[config.mk]
export PLATFORM = sky130hd
export DESIGN_NAME = note_player
export DESIGN_NICKNAME = d
export VERILOG_FILES = /design/src/rtl/note_player_pkg.sv /design/src/rtl/note_player_frequency_rom.sv /design/src/rtl/note_player.sv
export SDC_FILE = /design/constraint.sdc
export NUM_CORES = 1
export LEC_CHECK = 0
export ABC_AREA = 1
export BUFFER_PORTS_ARGS = -buffer_cell sky130_fd_sc_hd__buf_2
export CELL_PAD_IN_SITES_DETAIL_PLACEMENT = 1
export CELL_PAD_IN_SITES_GLOBAL_PLACEMENT = 1
export CORE_AREA = 3 3 118 109
export DETAILED_ROUTE_END_ITERATION = 6
export DIE_AREA = 0 0 121 112
export PLACE_DENSITY = 0.7
export SLEW_MARGIN = 20
export SYNTH_ARGS = -nofsm -noshare
export SYNTH_HDL_FRONTEND = slang
export SYNTH_SLANG_ARGS = --single-unit
[constraint.sdc]
create_clock -name clk -period 2.3 [get_ports clk]
set_input_delay 0.115 -clock clk [delete_from_list [all_inputs] [get_ports clk]]
set_output_delay 0.115 -clock clk [all_outputs]
set_load 0.005 [all_outputs]
[src/rtl/note_player_pkg.sv]
// Shared types and constants for the note player datapath.
package note_player_pkg;

  localparam int unsigned NOTE_W      = 6;
  localparam int unsigned DUR_W       = 6;
  localparam int unsigned PHASE_W     = 20;
  localparam int unsigned SAMPLE_RATE = 48000;

  localparam logic [NOTE_W-1:0] REST_NOTE = '0;

  typedef enum logic [1:0] {
    ST_IDLE    = 2'd0,
    ST_PLAYING = 2'd1,
    ST_PAUSED  = 2'd2
  } state_t;

endpackage

[src/rtl/note_player_frequency_rom.sv]
// 64 x 20 phase-step table: step = round(f_note * 2^20 / SAMPLE_RATE),
// equal temperament with note 49 = A4 = 440 Hz; note 0 (rest) steps by 0.
module frequency_rom
  import note_player_pkg::*;
(
  input  logic               clk,
  input  logic [NOTE_W-1:0]  note,
  output logic [PHASE_W-1:0] step_size
);

  localparam int unsigned A4_STEP = (440 * (1 << PHASE_W) + SAMPLE_RATE / 2) / SAMPLE_RATE;

  logic [PHASE_W-1:0] rom_word;

  // table lookup
  always_comb begin
    rom_word = '0;
    case (note)
      REST_NOTE: rom_word = '0;
      6'd1:  rom_word = 20'd601;
      6'd2:  rom_word = 20'd636;
      6'd3:  rom_word = 20'd674;
      6'd4:  rom_word = 20'd714;
      6'd5:  rom_word = 20'd757;
      6'd6:  rom_word = 20'd802;
      6'd7:  rom_word = 20'd850;
      6'd8:  rom_word = 20'd900;
      6'd9:  rom_word = 20'd954;
      6'd10: rom_word = 20'd1010;
      6'd11: rom_word = 20'd1070;
      6'd12: rom_word = 20'd1134;
      6'd13: rom_word = 20'd1201;
      6'd14: rom_word = 20'd1273;
      6'd15: rom_word = 20'd1349;
      6'd16: rom_word = 20'd1429;
      6'd17: rom_word = 20'd1514;
      6'd18: rom_word = 20'd1604;
      6'd19: rom_word = 20'd1699;
      6'd20: rom_word = 20'd1800;
      6'd21: rom_word = 20'd1907;
      6'd22: rom_word = 20'd2021;
      6'd23: rom_word = 20'd2141;
      6'd24: rom_word = 20'd2268;
      6'd25: rom_word = 20'd2403;
      6'd26: rom_word = 20'd2546;
      6'd27: rom_word = 20'd2697;
      6'd28: rom_word = 20'd2858;
      6'd29: rom_word = 20'd3028;
      6'd30: rom_word = 20'd3208;
      6'd31: rom_word = 20'd3398;
      6'd32: rom_word = 20'd3600;
      6'd33: rom_word = 20'd3815;
      6'd34: rom_word = 20'd4041;
      6'd35: rom_word = 20'd4282;
      6'd36: rom_word = 20'd4536;
      6'd37: rom_word = 20'd4806;
      6'd38: rom_word = 20'd5092;
      6'd39: rom_word = 20'd5395;
      6'd40: rom_word = 20'd5715;
      6'd41: rom_word = 20'd6055;
      6'd42: rom_word = 20'd6415;
      6'd43: rom_word = 20'd6797;
      6'd44: rom_word = 20'd7201;
      6'd45: rom_word = 20'd7629;
      6'd46: rom_word = 20'd8083;
      6'd47: rom_word = 20'd8563;
      6'd48: rom_word = 20'd9072;
      6'd49: rom_word = PHASE_W'(A4_STEP);
      6'd50: rom_word = 20'd10184;
      6'd51: rom_word = 20'd10789;
      6'd52: rom_word = 20'd11431;
      6'd53: rom_word = 20'd12110;
      6'd54: rom_word = 20'd12830;
      6'd55: rom_word = 20'd13593;
      6'd56: rom_word = 20'd14402;
      6'd57: rom_word = 20'd15258;
      6'd58: rom_word = 20'd16165;
      6'd59: rom_word = 20'd17127;
      6'd60: rom_word = 20'd18145;
      6'd61: rom_word = 20'd19224;
      6'd62: rom_word = 20'd20367;
      6'd63: rom_word = 20'd21578;
      default: rom_word = '0;
    endcase
  end

  // synchronous read port
  always_ff @(posedge clk) begin
    step_size <= rom_word;
  end

endmodule

[src/rtl/note_player.sv]
// Note sequencer: counts a loaded note's duration in beats and advances a
// 10.10 phase accumulator at the sample rate while the note is playing.
module note_player
  import note_player_pkg::*;
(
  input  logic               clk,
  input  logic               reset,
  input  logic               play_enable,
  input  logic [NOTE_W-1:0]  note_to_load,
  input  logic [DUR_W-1:0]   duration_to_load,
  input  logic               load_new_note,
  input  logic               beat,
  input  logic               generate_next_sample,
  output logic               note_done,
  output logic [PHASE_W-1:0] phase,
  output logic               sample_valid,
  output logic               playing
);

  state_t             state;
  state_t             state_next;
  logic [DUR_W-1:0]   dur_cnt;
  logic [DUR_W-1:0]   dur_cnt_next;
  logic               note_done_next;
  logic [NOTE_W-1:0]  note_reg;
  logic [PHASE_W-1:0] step_size;
  logic               step_ok;

  frequency_rom u_frequency_rom (
    .clk       (clk),
    .note      (note_reg),
    .step_size (step_size)
  );

  assign playing = (state != ST_IDLE);

  // next state, duration counter and expiry pulse; a load overrides everything
  always_comb begin
    state_next     = state;
    dur_cnt_next   = dur_cnt;
    note_done_next = 1'b0;
    if (load_new_note) begin
      dur_cnt_next = duration_to_load;
      if (duration_to_load == '0) begin
        state_next     = ST_IDLE;
        note_done_next = 1'b1;
      end else if (play_enable) begin
        state_next = ST_PLAYING;
      end else begin
        state_next = ST_PAUSED;
      end
    end else begin
      unique case (state)
        ST_PLAYING: begin
          if (beat && ((dur_cnt == DUR_W'(1)) || (dur_cnt == '0))) begin
            dur_cnt_next   = '0;
            state_next     = ST_IDLE;
            note_done_next = 1'b1;
          end else begin
            if (beat) begin
              dur_cnt_next = dur_cnt - DUR_W'(1);
            end
            if (!play_enable) begin
              state_next = ST_PAUSED;
            end
          end
        end
        ST_PAUSED: begin
          if (play_enable) begin
            state_next = ST_PLAYING;
          end
        end
        default: begin
        end
      endcase
    end
  end

  // control registers
  always_ff @(posedge clk) begin
    if (reset) begin
      state     <= ST_IDLE;
      dur_cnt   <= '0;
      note_reg  <= REST_NOTE;
      note_done <= 1'b0;
    end else begin
      state     <= state_next;
      dur_cnt   <= dur_cnt_next;
      note_done <= note_done_next;
      if (load_new_note) begin
        note_reg <= note_to_load;
      end
    end
  end

  // phase accumulator; sample_valid follows every strobe regardless of state.
  // step_ok masks the cycle after a load, when the ROM still shows the old note.
  always_ff @(posedge clk) begin
    if (reset) begin
      phase        <= '0;
      sample_valid <= 1'b0;
      step_ok      <= 1'b0;
    end else begin
      sample_valid <= generate_next_sample;
      step_ok      <= !load_new_note;
      if (load_new_note) begin
        phase <= '0;
      end else if (generate_next_sample && (state == ST_PLAYING) && step_ok) begin
        phase <= phase + step_size;
      end
    end
  end

endmodule

==> flow_summary.yaml, run 1 <==
run_status:
  status: "finished, final reports clean"
logic_synthesis:
  synthMuxAreaShare_pct: 0
  ys_ff_latch: 52
  synth_cell_type_count: 44
  yosysSeqAreaShare_pct: 25.59
  netlist.area_leader.share_pct: 25.59
  synth.avg_cell_area_um2: 6.376
  synth_fa_ha_area_share_pct: 8.797
  synth_top_family_by_area: "simple AND/OR/NAND/NOR gates"
  syn_area_mm2: 0.004068
  synth_nets: 684
  netlist_instances: 638
  synth_top_area_cell: "dfxtp_1"
  yosysWarnings: 0
  synth_compound_area_share_pct: 19.62
  synthXorXnorAreaFrac_pct: 2.369
  synth_area_leaders: "dfxtp_1 26%, nand2_1 16%, ha_1 8.3%, nor2_1 7.2%, inv_1 6.3%"
  synth_simple_gate_area_share_pct: 32.61
die:
  initial_core_util_pct: 34.36
  die_area_mm2: 0.01355
  row_count: 38
  io_pins: 41
  die_h_um: 112
  die-width_um: 121
  core_area_mm2: 0.01184
drt:
  wire_per_inst_um: 15.90
  drt-total-wl_um: 13280
  viasPerCell: 5.147
  num_vias: 4298
  dr.pass1.iters: 5
  drt-initial-drc-count: 261
  drc: 0
  antenna_left: 0
sta:
  min_period_ns: 1.987
  fin_hold_ws_ns: 0.06255
  finalMaxSlewViolations: 0
  hold_viol: 0
  max_freq_ghz: 0.5033
  rsz0062_at_grt: "no"
  fin_tns_setup_ns: 0
  worstMarginPinSlew_ns: 0.4801
  skew_ns: 0.005739
  fin_crit_sh_pct: 86.39
  relSlewSlack_pct: 67.96
  finalSetupViolations: 0
layout:
  layout_commonest_cell: "nand2_1"
  num_antenna_cells: 0
  utilization_pct: 38.42
  largest_reg_flops: 20
  area_growth_syn_to_layout_pct: 11.81
  nFillCells: 1577
  layout-drive-gt1-share_pct: 13.48
  reg_top3: "phase x20, u_frequency_rom.step_size x15"
  top_register: "phase"
  final_cell_mix: "168 x nand2_1, 78 x nor2_1, 68 x inv_1"
  nets: 720
cts:
  clk_latency_ns: 0.29
  cts_made_buffers: 5
  clockRootBuffer: "clkbuf_16"
  post_cts_resized: 0
  cts.clk_slew.worst_paths_ns: 0.07
  cts_setup_buffers: 0
  cts_buffer_depth: 2
  htreeDepth: 2
  cts.sinks: 52
  ctsHoldBuffers: 0
  tritoncts: "done"
worst_setup_path:
  worstRegToRegCells: 13
  worstSetupPathType: "reg -> reg"
  r2r-end: "phase[12]$_SDFFE_PP0P_"
  endpoint_kind: "flop"
  reg2reg_from: "u_frequency_rom.step_size[0]$_DFF_P_"
  cp-start-kind: "flop"
  worst_ep_arrival_time_ns: 2.18
  startpoint: "u_frequency_rom.step_size[0]$_DFF_P_"
  crit_fanout: 3
  r2r_slack_ns: 0.31
  critPathCapture: "phase[12]$_SDFFE_PP0P_"
  cp.required_ns: 2.49
grt:
  grt_max_degree: 33
  grt_util_all_layers_pct: 19.97
  antenna_found_initial: 0
  grt_pass1_vias: 4382
  gr-total-overflow: 0
  grt_pass1_wl_um: 22020
placement:
  port_buffers: 40
  gp_congestion: 0.8825
  hpwlAfterDp_um: 10570
power_and_ir_drop:
  cellPowerDensity_mw_per_mm2: 541.5
  max-vdd-ir-drop_v: 0.0003273
  power_w: 0.002463
  p_leak_nw: 2.215
worst_hold_path:
  hp-class: "in -> reg"
job:
  drv_cap: 0
## layout make-up
class	instances	area [µm²]	area share [%]
clock inverters	1	7.507	0.1651
clock buffers	7	142.6	3.136
inverters	77	295.3	6.492
multi-input cells	487	2579	56.70
well taps	160	200.2	4.402
repair buffers	51	282.8	6.217
flip-flops and latches	52	1041	22.89
## per-stage QoR
stage	setup WS [ns]	cell area, µm²	instances
2_1_floorplan	0.5097	4068	638
3_3_place_gp	0.3686	4398	827
3_5_place_dp	0.3327	4398	827
4_1_cts	0.3005	4548	835
5_1_grt	0.07460	4548	835
6_report	0.3130	4548	835
## cells by family after synthesis
family                   count (synthesis)
AND/OR/NAND/NOR                        313
AO/OA/AOI/OAI                          135
buffers and inverters                   99
flip-flops                              52
adder cells (fa/ha/maj)                 28
XOR/XNOR                                11
## worst max-delay path: stages, from the launching register on
cell and delay [ns]:
dfxtp_1 0.37, ha_1 0.21, inv_1 0.06, fa_1 0.39
inv_1 0.10, nand3_1 0.09, nand3_2 0.10, nand2_1 0.06
nand2_1 0.14, nand2_1 0.09, nand3_1 0.08, nand3_1 0.08
nand2_1 0.08, inv_1 0.03
## per-layer routing
| layer | track usage [%] | wire length (µm) | vias to the layer above |
|---|---|---|---|
| li1 | - | - | 2168 |
| met1 | 26.49 | 6046 | 1977 |
| met2 | 33.59 | 6191 | 132 |
| met3 | 3.149 | 707 | 21 |
| met4 | 5.514 | 330 | 0 |
| met5 | 0 | 0 | - |
## cells in the mapped netlist, drive strengths merged
cell     count
nor4         1
clkinv       1
a22oi        1
nand2      175
nand4        3
clkbuf       2
o22ai        5
and2         2
ha          27
o2111ai      2
buf         20
a211oi       1
or2          5
o311ai       1
dfxtp       52
a21oi       47
fa           1
a31oi        5
o221ai       6
nor2        83
a221oi       3
xnor2        3
xor2         8
nand3       36
o21a         3
nor3         8
o21ai       49
inv         76
o211ai      12
## power breakdown
part,internal [W],switching [W],leakage [nW]
combinational,0.000228,0.000447,1.72
sequential,0.000965,0.0000471,0.427
clock,0.000435,0.000341,0.0701
## worst min path at each step
stage                    startpoint                      end  slack (ns)  depth (start not counted)
2_1_floorplan  generate_next_sample  sample_valid$_SDFF_PP0_        0.22                          2
6_report       generate_next_sample  sample_valid$_SDFF_PP0_        0.06                          3
3_3_place_gp   generate_next_sample  sample_valid$_SDFF_PP0_        0.37                          3
4_1_cts        generate_next_sample  sample_valid$_SDFF_PP0_        0.06                          3
3_5_place_dp   generate_next_sample  sample_valid$_SDFF_PP0_        0.37                          3
5_1_grt        generate_next_sample  sample_valid$_SDFF_PP0_        0.08                          3
No activity file was read; power rests on OpenSTA's default activity.
==> inputs of run 2 (changes only) <==
--- a/config.mk
+++ b/config.mk
@@ -9,9 +9,9 @@
 export BUFFER_PORTS_ARGS = -buffer_cell sky130_fd_sc_hd__buf_2
 export CELL_PAD_IN_SITES_DETAIL_PLACEMENT = 1
 export CELL_PAD_IN_SITES_GLOBAL_PLACEMENT = 1
-export CORE_AREA = 3 3 118 109
+export CORE_AREA = 2 2 117 108
 export DETAILED_ROUTE_END_ITERATION = 6
-export DIE_AREA = 0 0 121 112
+export DIE_AREA = 0 0 119 110
 export PLACE_DENSITY = 0.7
 export SLEW_MARGIN = 20
 export SYNTH_ARGS = -nofsm -noshare
==> constraint.sdc (replaced) <==
create_clock -name clk -period 2.5 [get_ports clk]
set_input_delay 0.125 -clock clk [delete_from_list [all_inputs] [get_ports clk]]
set_output_delay 0.125 -clock clk [all_outputs]
set_load 0.005 [all_outputs]
==> flow_summary.yaml, run 2 (synthesized netlist as in run 1, its figures left out) <==
drt:
  drc: 0
  wire_per_inst_um: 16.06
  dr.pass1.iters: 4
  viasPerCell: 5.154
  antenna_left: 0
  num_vias: 4283
  drt-total-wl_um: 13350
  drt-initial-drc-count: 227
cts:
  ctsHoldBuffers: 0
  clk_latency_ns: 0.31
  cts_buffer_depth: 2
  cts_setup_buffers: 0
  cts.clk_slew.worst_paths_ns: 0.08
  cts.sinks: 52
  clockRootBuffer: "clkbuf_16"
  post_cts_resized: 0
  tritoncts: "done"
  cts_made_buffers: 5
  htreeDepth: 2
grt:
  gr-total-overflow: 0
  grt_pass1_wl_um: 22030
  antenna_found_initial: 0
  grt_util_all_layers_pct: 21.19
  grt_pass1_vias: 4298
  grt_max_degree: 33
layout:
  layout_commonest_cell: "nand2_1"
  final_cell_mix: "168 x nand2_1, 78 x nor2_1, 68 x inv_1"
  multi_input_area_mm2: 0.002579
  nets: 716
  nFillCells: 1588
  num_antenna_cells: 0
  utilization_pct: 38.40
  area_growth_syn_to_layout_pct: 11.75
  ff_latch_area_mm2: 0.001041
  reg_top3: "phase x20, u_frequency_rom.step_size x15"
  top_register: "phase"
  layout-drive-gt1-share_pct: 13.11
  largest_reg_flops: 20
sta:
  fin_tns_setup_ns: 0
  finalMaxSlewViolations: 0
  rsz0062_at_grt: "no"
  fin_crit_sh_pct: 90.14
  fin_ws_ns: 0.2464
  worstMarginPinSlew_ns: 0.5347
  min_period_ns: 2.254
  max_freq_ghz: 0.4437
  relSlewSlack_pct: 64.31
  hold_viol: 0
  finalSetupViolations: 0
  fin_hold_ws_ns: 0.06361
  skew_ns: 0.008520
worst_setup_path:
  reg2reg_from: "note_reg[0]$_SDFFE_PP0P_"
  worstSetupPathType: "reg -> reg"
  crit_fanout: 12
  worst_ep_arrival_time_ns: 2.44
  cp-start-kind: "flop"
  r2r-end: "u_frequency_rom.step_size[5]$_DFF_P_"
  cp.required_ns: 2.69
  r2r_slack_ns: 0.25
  endpoint_kind: "flop"
  worstRegToRegCells: 9
placement:
  pre_cts_slack_ns: 0.3057
  hpwlAfterDp_um: 10610
  gp_congestion: 0.9734
  port_buffers: 40
die:
  initial_core_util_pct: 34.36
  row_count: 38
  io_pins: 41
  core_area_mm2: 0.01184
  die_area_mm2: 0.01309
  die-width_um: 119
  die_h_um: 110
power_and_ir_drop:
  cellPowerDensity_mw_per_mm2: 525.6
  max-vdd-ir-drop_v: 0.0002516
  p_leak_nw: 2.212
worst_hold_path:
  whs_path_depth: 3
  hp-class: "in -> reg"
  holdPathEnd: "sample_valid$_SDFF_PP0_"
  worstHoldStart: "generate_next_sample"
job:
  drv_cap: 0
run_status:
  status: "finished, final reports clean"
-- run 2: cell count changes in the layout (fill, tap and decap cells not counted), sizes merged --
| cell | before | now |
|---|---|---|
| clkinvlp | 1 | 0 |
| clkbuf | 7 | 6 |
| bufinv | 0 | 1 |
| buf | 51 | 47 |
| clkinv | 1 | 2 |
-- run 2: through the flow --
step	power (W)	instance area (µm²)	instances
2_1_floorplan	0.001382	4068	638
3_3_place_gp	0.001552	4368	823
3_5_place_dp	0.001557	4368	823
4_1_cts	0.002418	4546	831
5_1_grt	0.002527	4546	831
6_report	0.002389	4546	831
-- run 2: power by group --
| part | switching, W | internal [W] |
|---|---|---|
| clock network | 0.000345 | 0.000503 |
| logic | 0.000404 | 0.000204 |
| registers | 0.0000466 | 0.000887 |
-- run 2: area by class of cell --
cell class | instances | share of cell area [%]
Multi-Input combinational cell | 487 | 56.73
Sequential cell | 52 | 22.90
Inverter | 77 | 6.496
Timing Repair Buffer | 47 | 5.560
Tap cell | 160 | 4.404
Clock buffer | 6 | 3.055
Clock inverter | 2 | 0.8533
-- run 2: worst max path at each step --
stage / from / end
after floorplan: note_reg[0]$_SDFFE_PP0P_ / u_frequency_rom.step_size[3]$_DFF_P_
after global placement: note_reg[0]$_SDFFE_PP0P_ / u_frequency_rom.step_size[5]$_DFF_P_
after detailed placement: note_reg[0]$_SDFFE_PP0P_ / u_frequency_rom.step_size[6]$_DFF_P_
after CTS: note_reg[0]$_SDFFE_PP0P_ / u_frequency_rom.step_size[5]$_DFF_P_
after global routing: note_reg[0]$_SDFFE_PP0P_ / u_frequency_rom.step_size[5]$_DFF_P_
final: note_reg[0]$_SDFFE_PP0P_ / u_frequency_rom.step_size[5]$_DFF_P_
-- run 2: critical path: stages, from the launching register on --
cell and delay [ns]:
dfxtp_1 0.59, inv_1 0.27, ha_1 0.46, inv_1 0.10, nand2_1 0.09, o21ai_1 0.10
nand2_1 0.07, o21ai_0 0.07, nor3_1 0.31, a31oi_1 0.07
-- run 2: layer usage --
layer,vias to the layer above,track usage (%),routed length (µm)
met2,87,35.18,6023
met4,0,6.548,251
met1,2018,28.51,6575
met5,-,0,0
li1,2160,-,-
met3,18,3.292,498
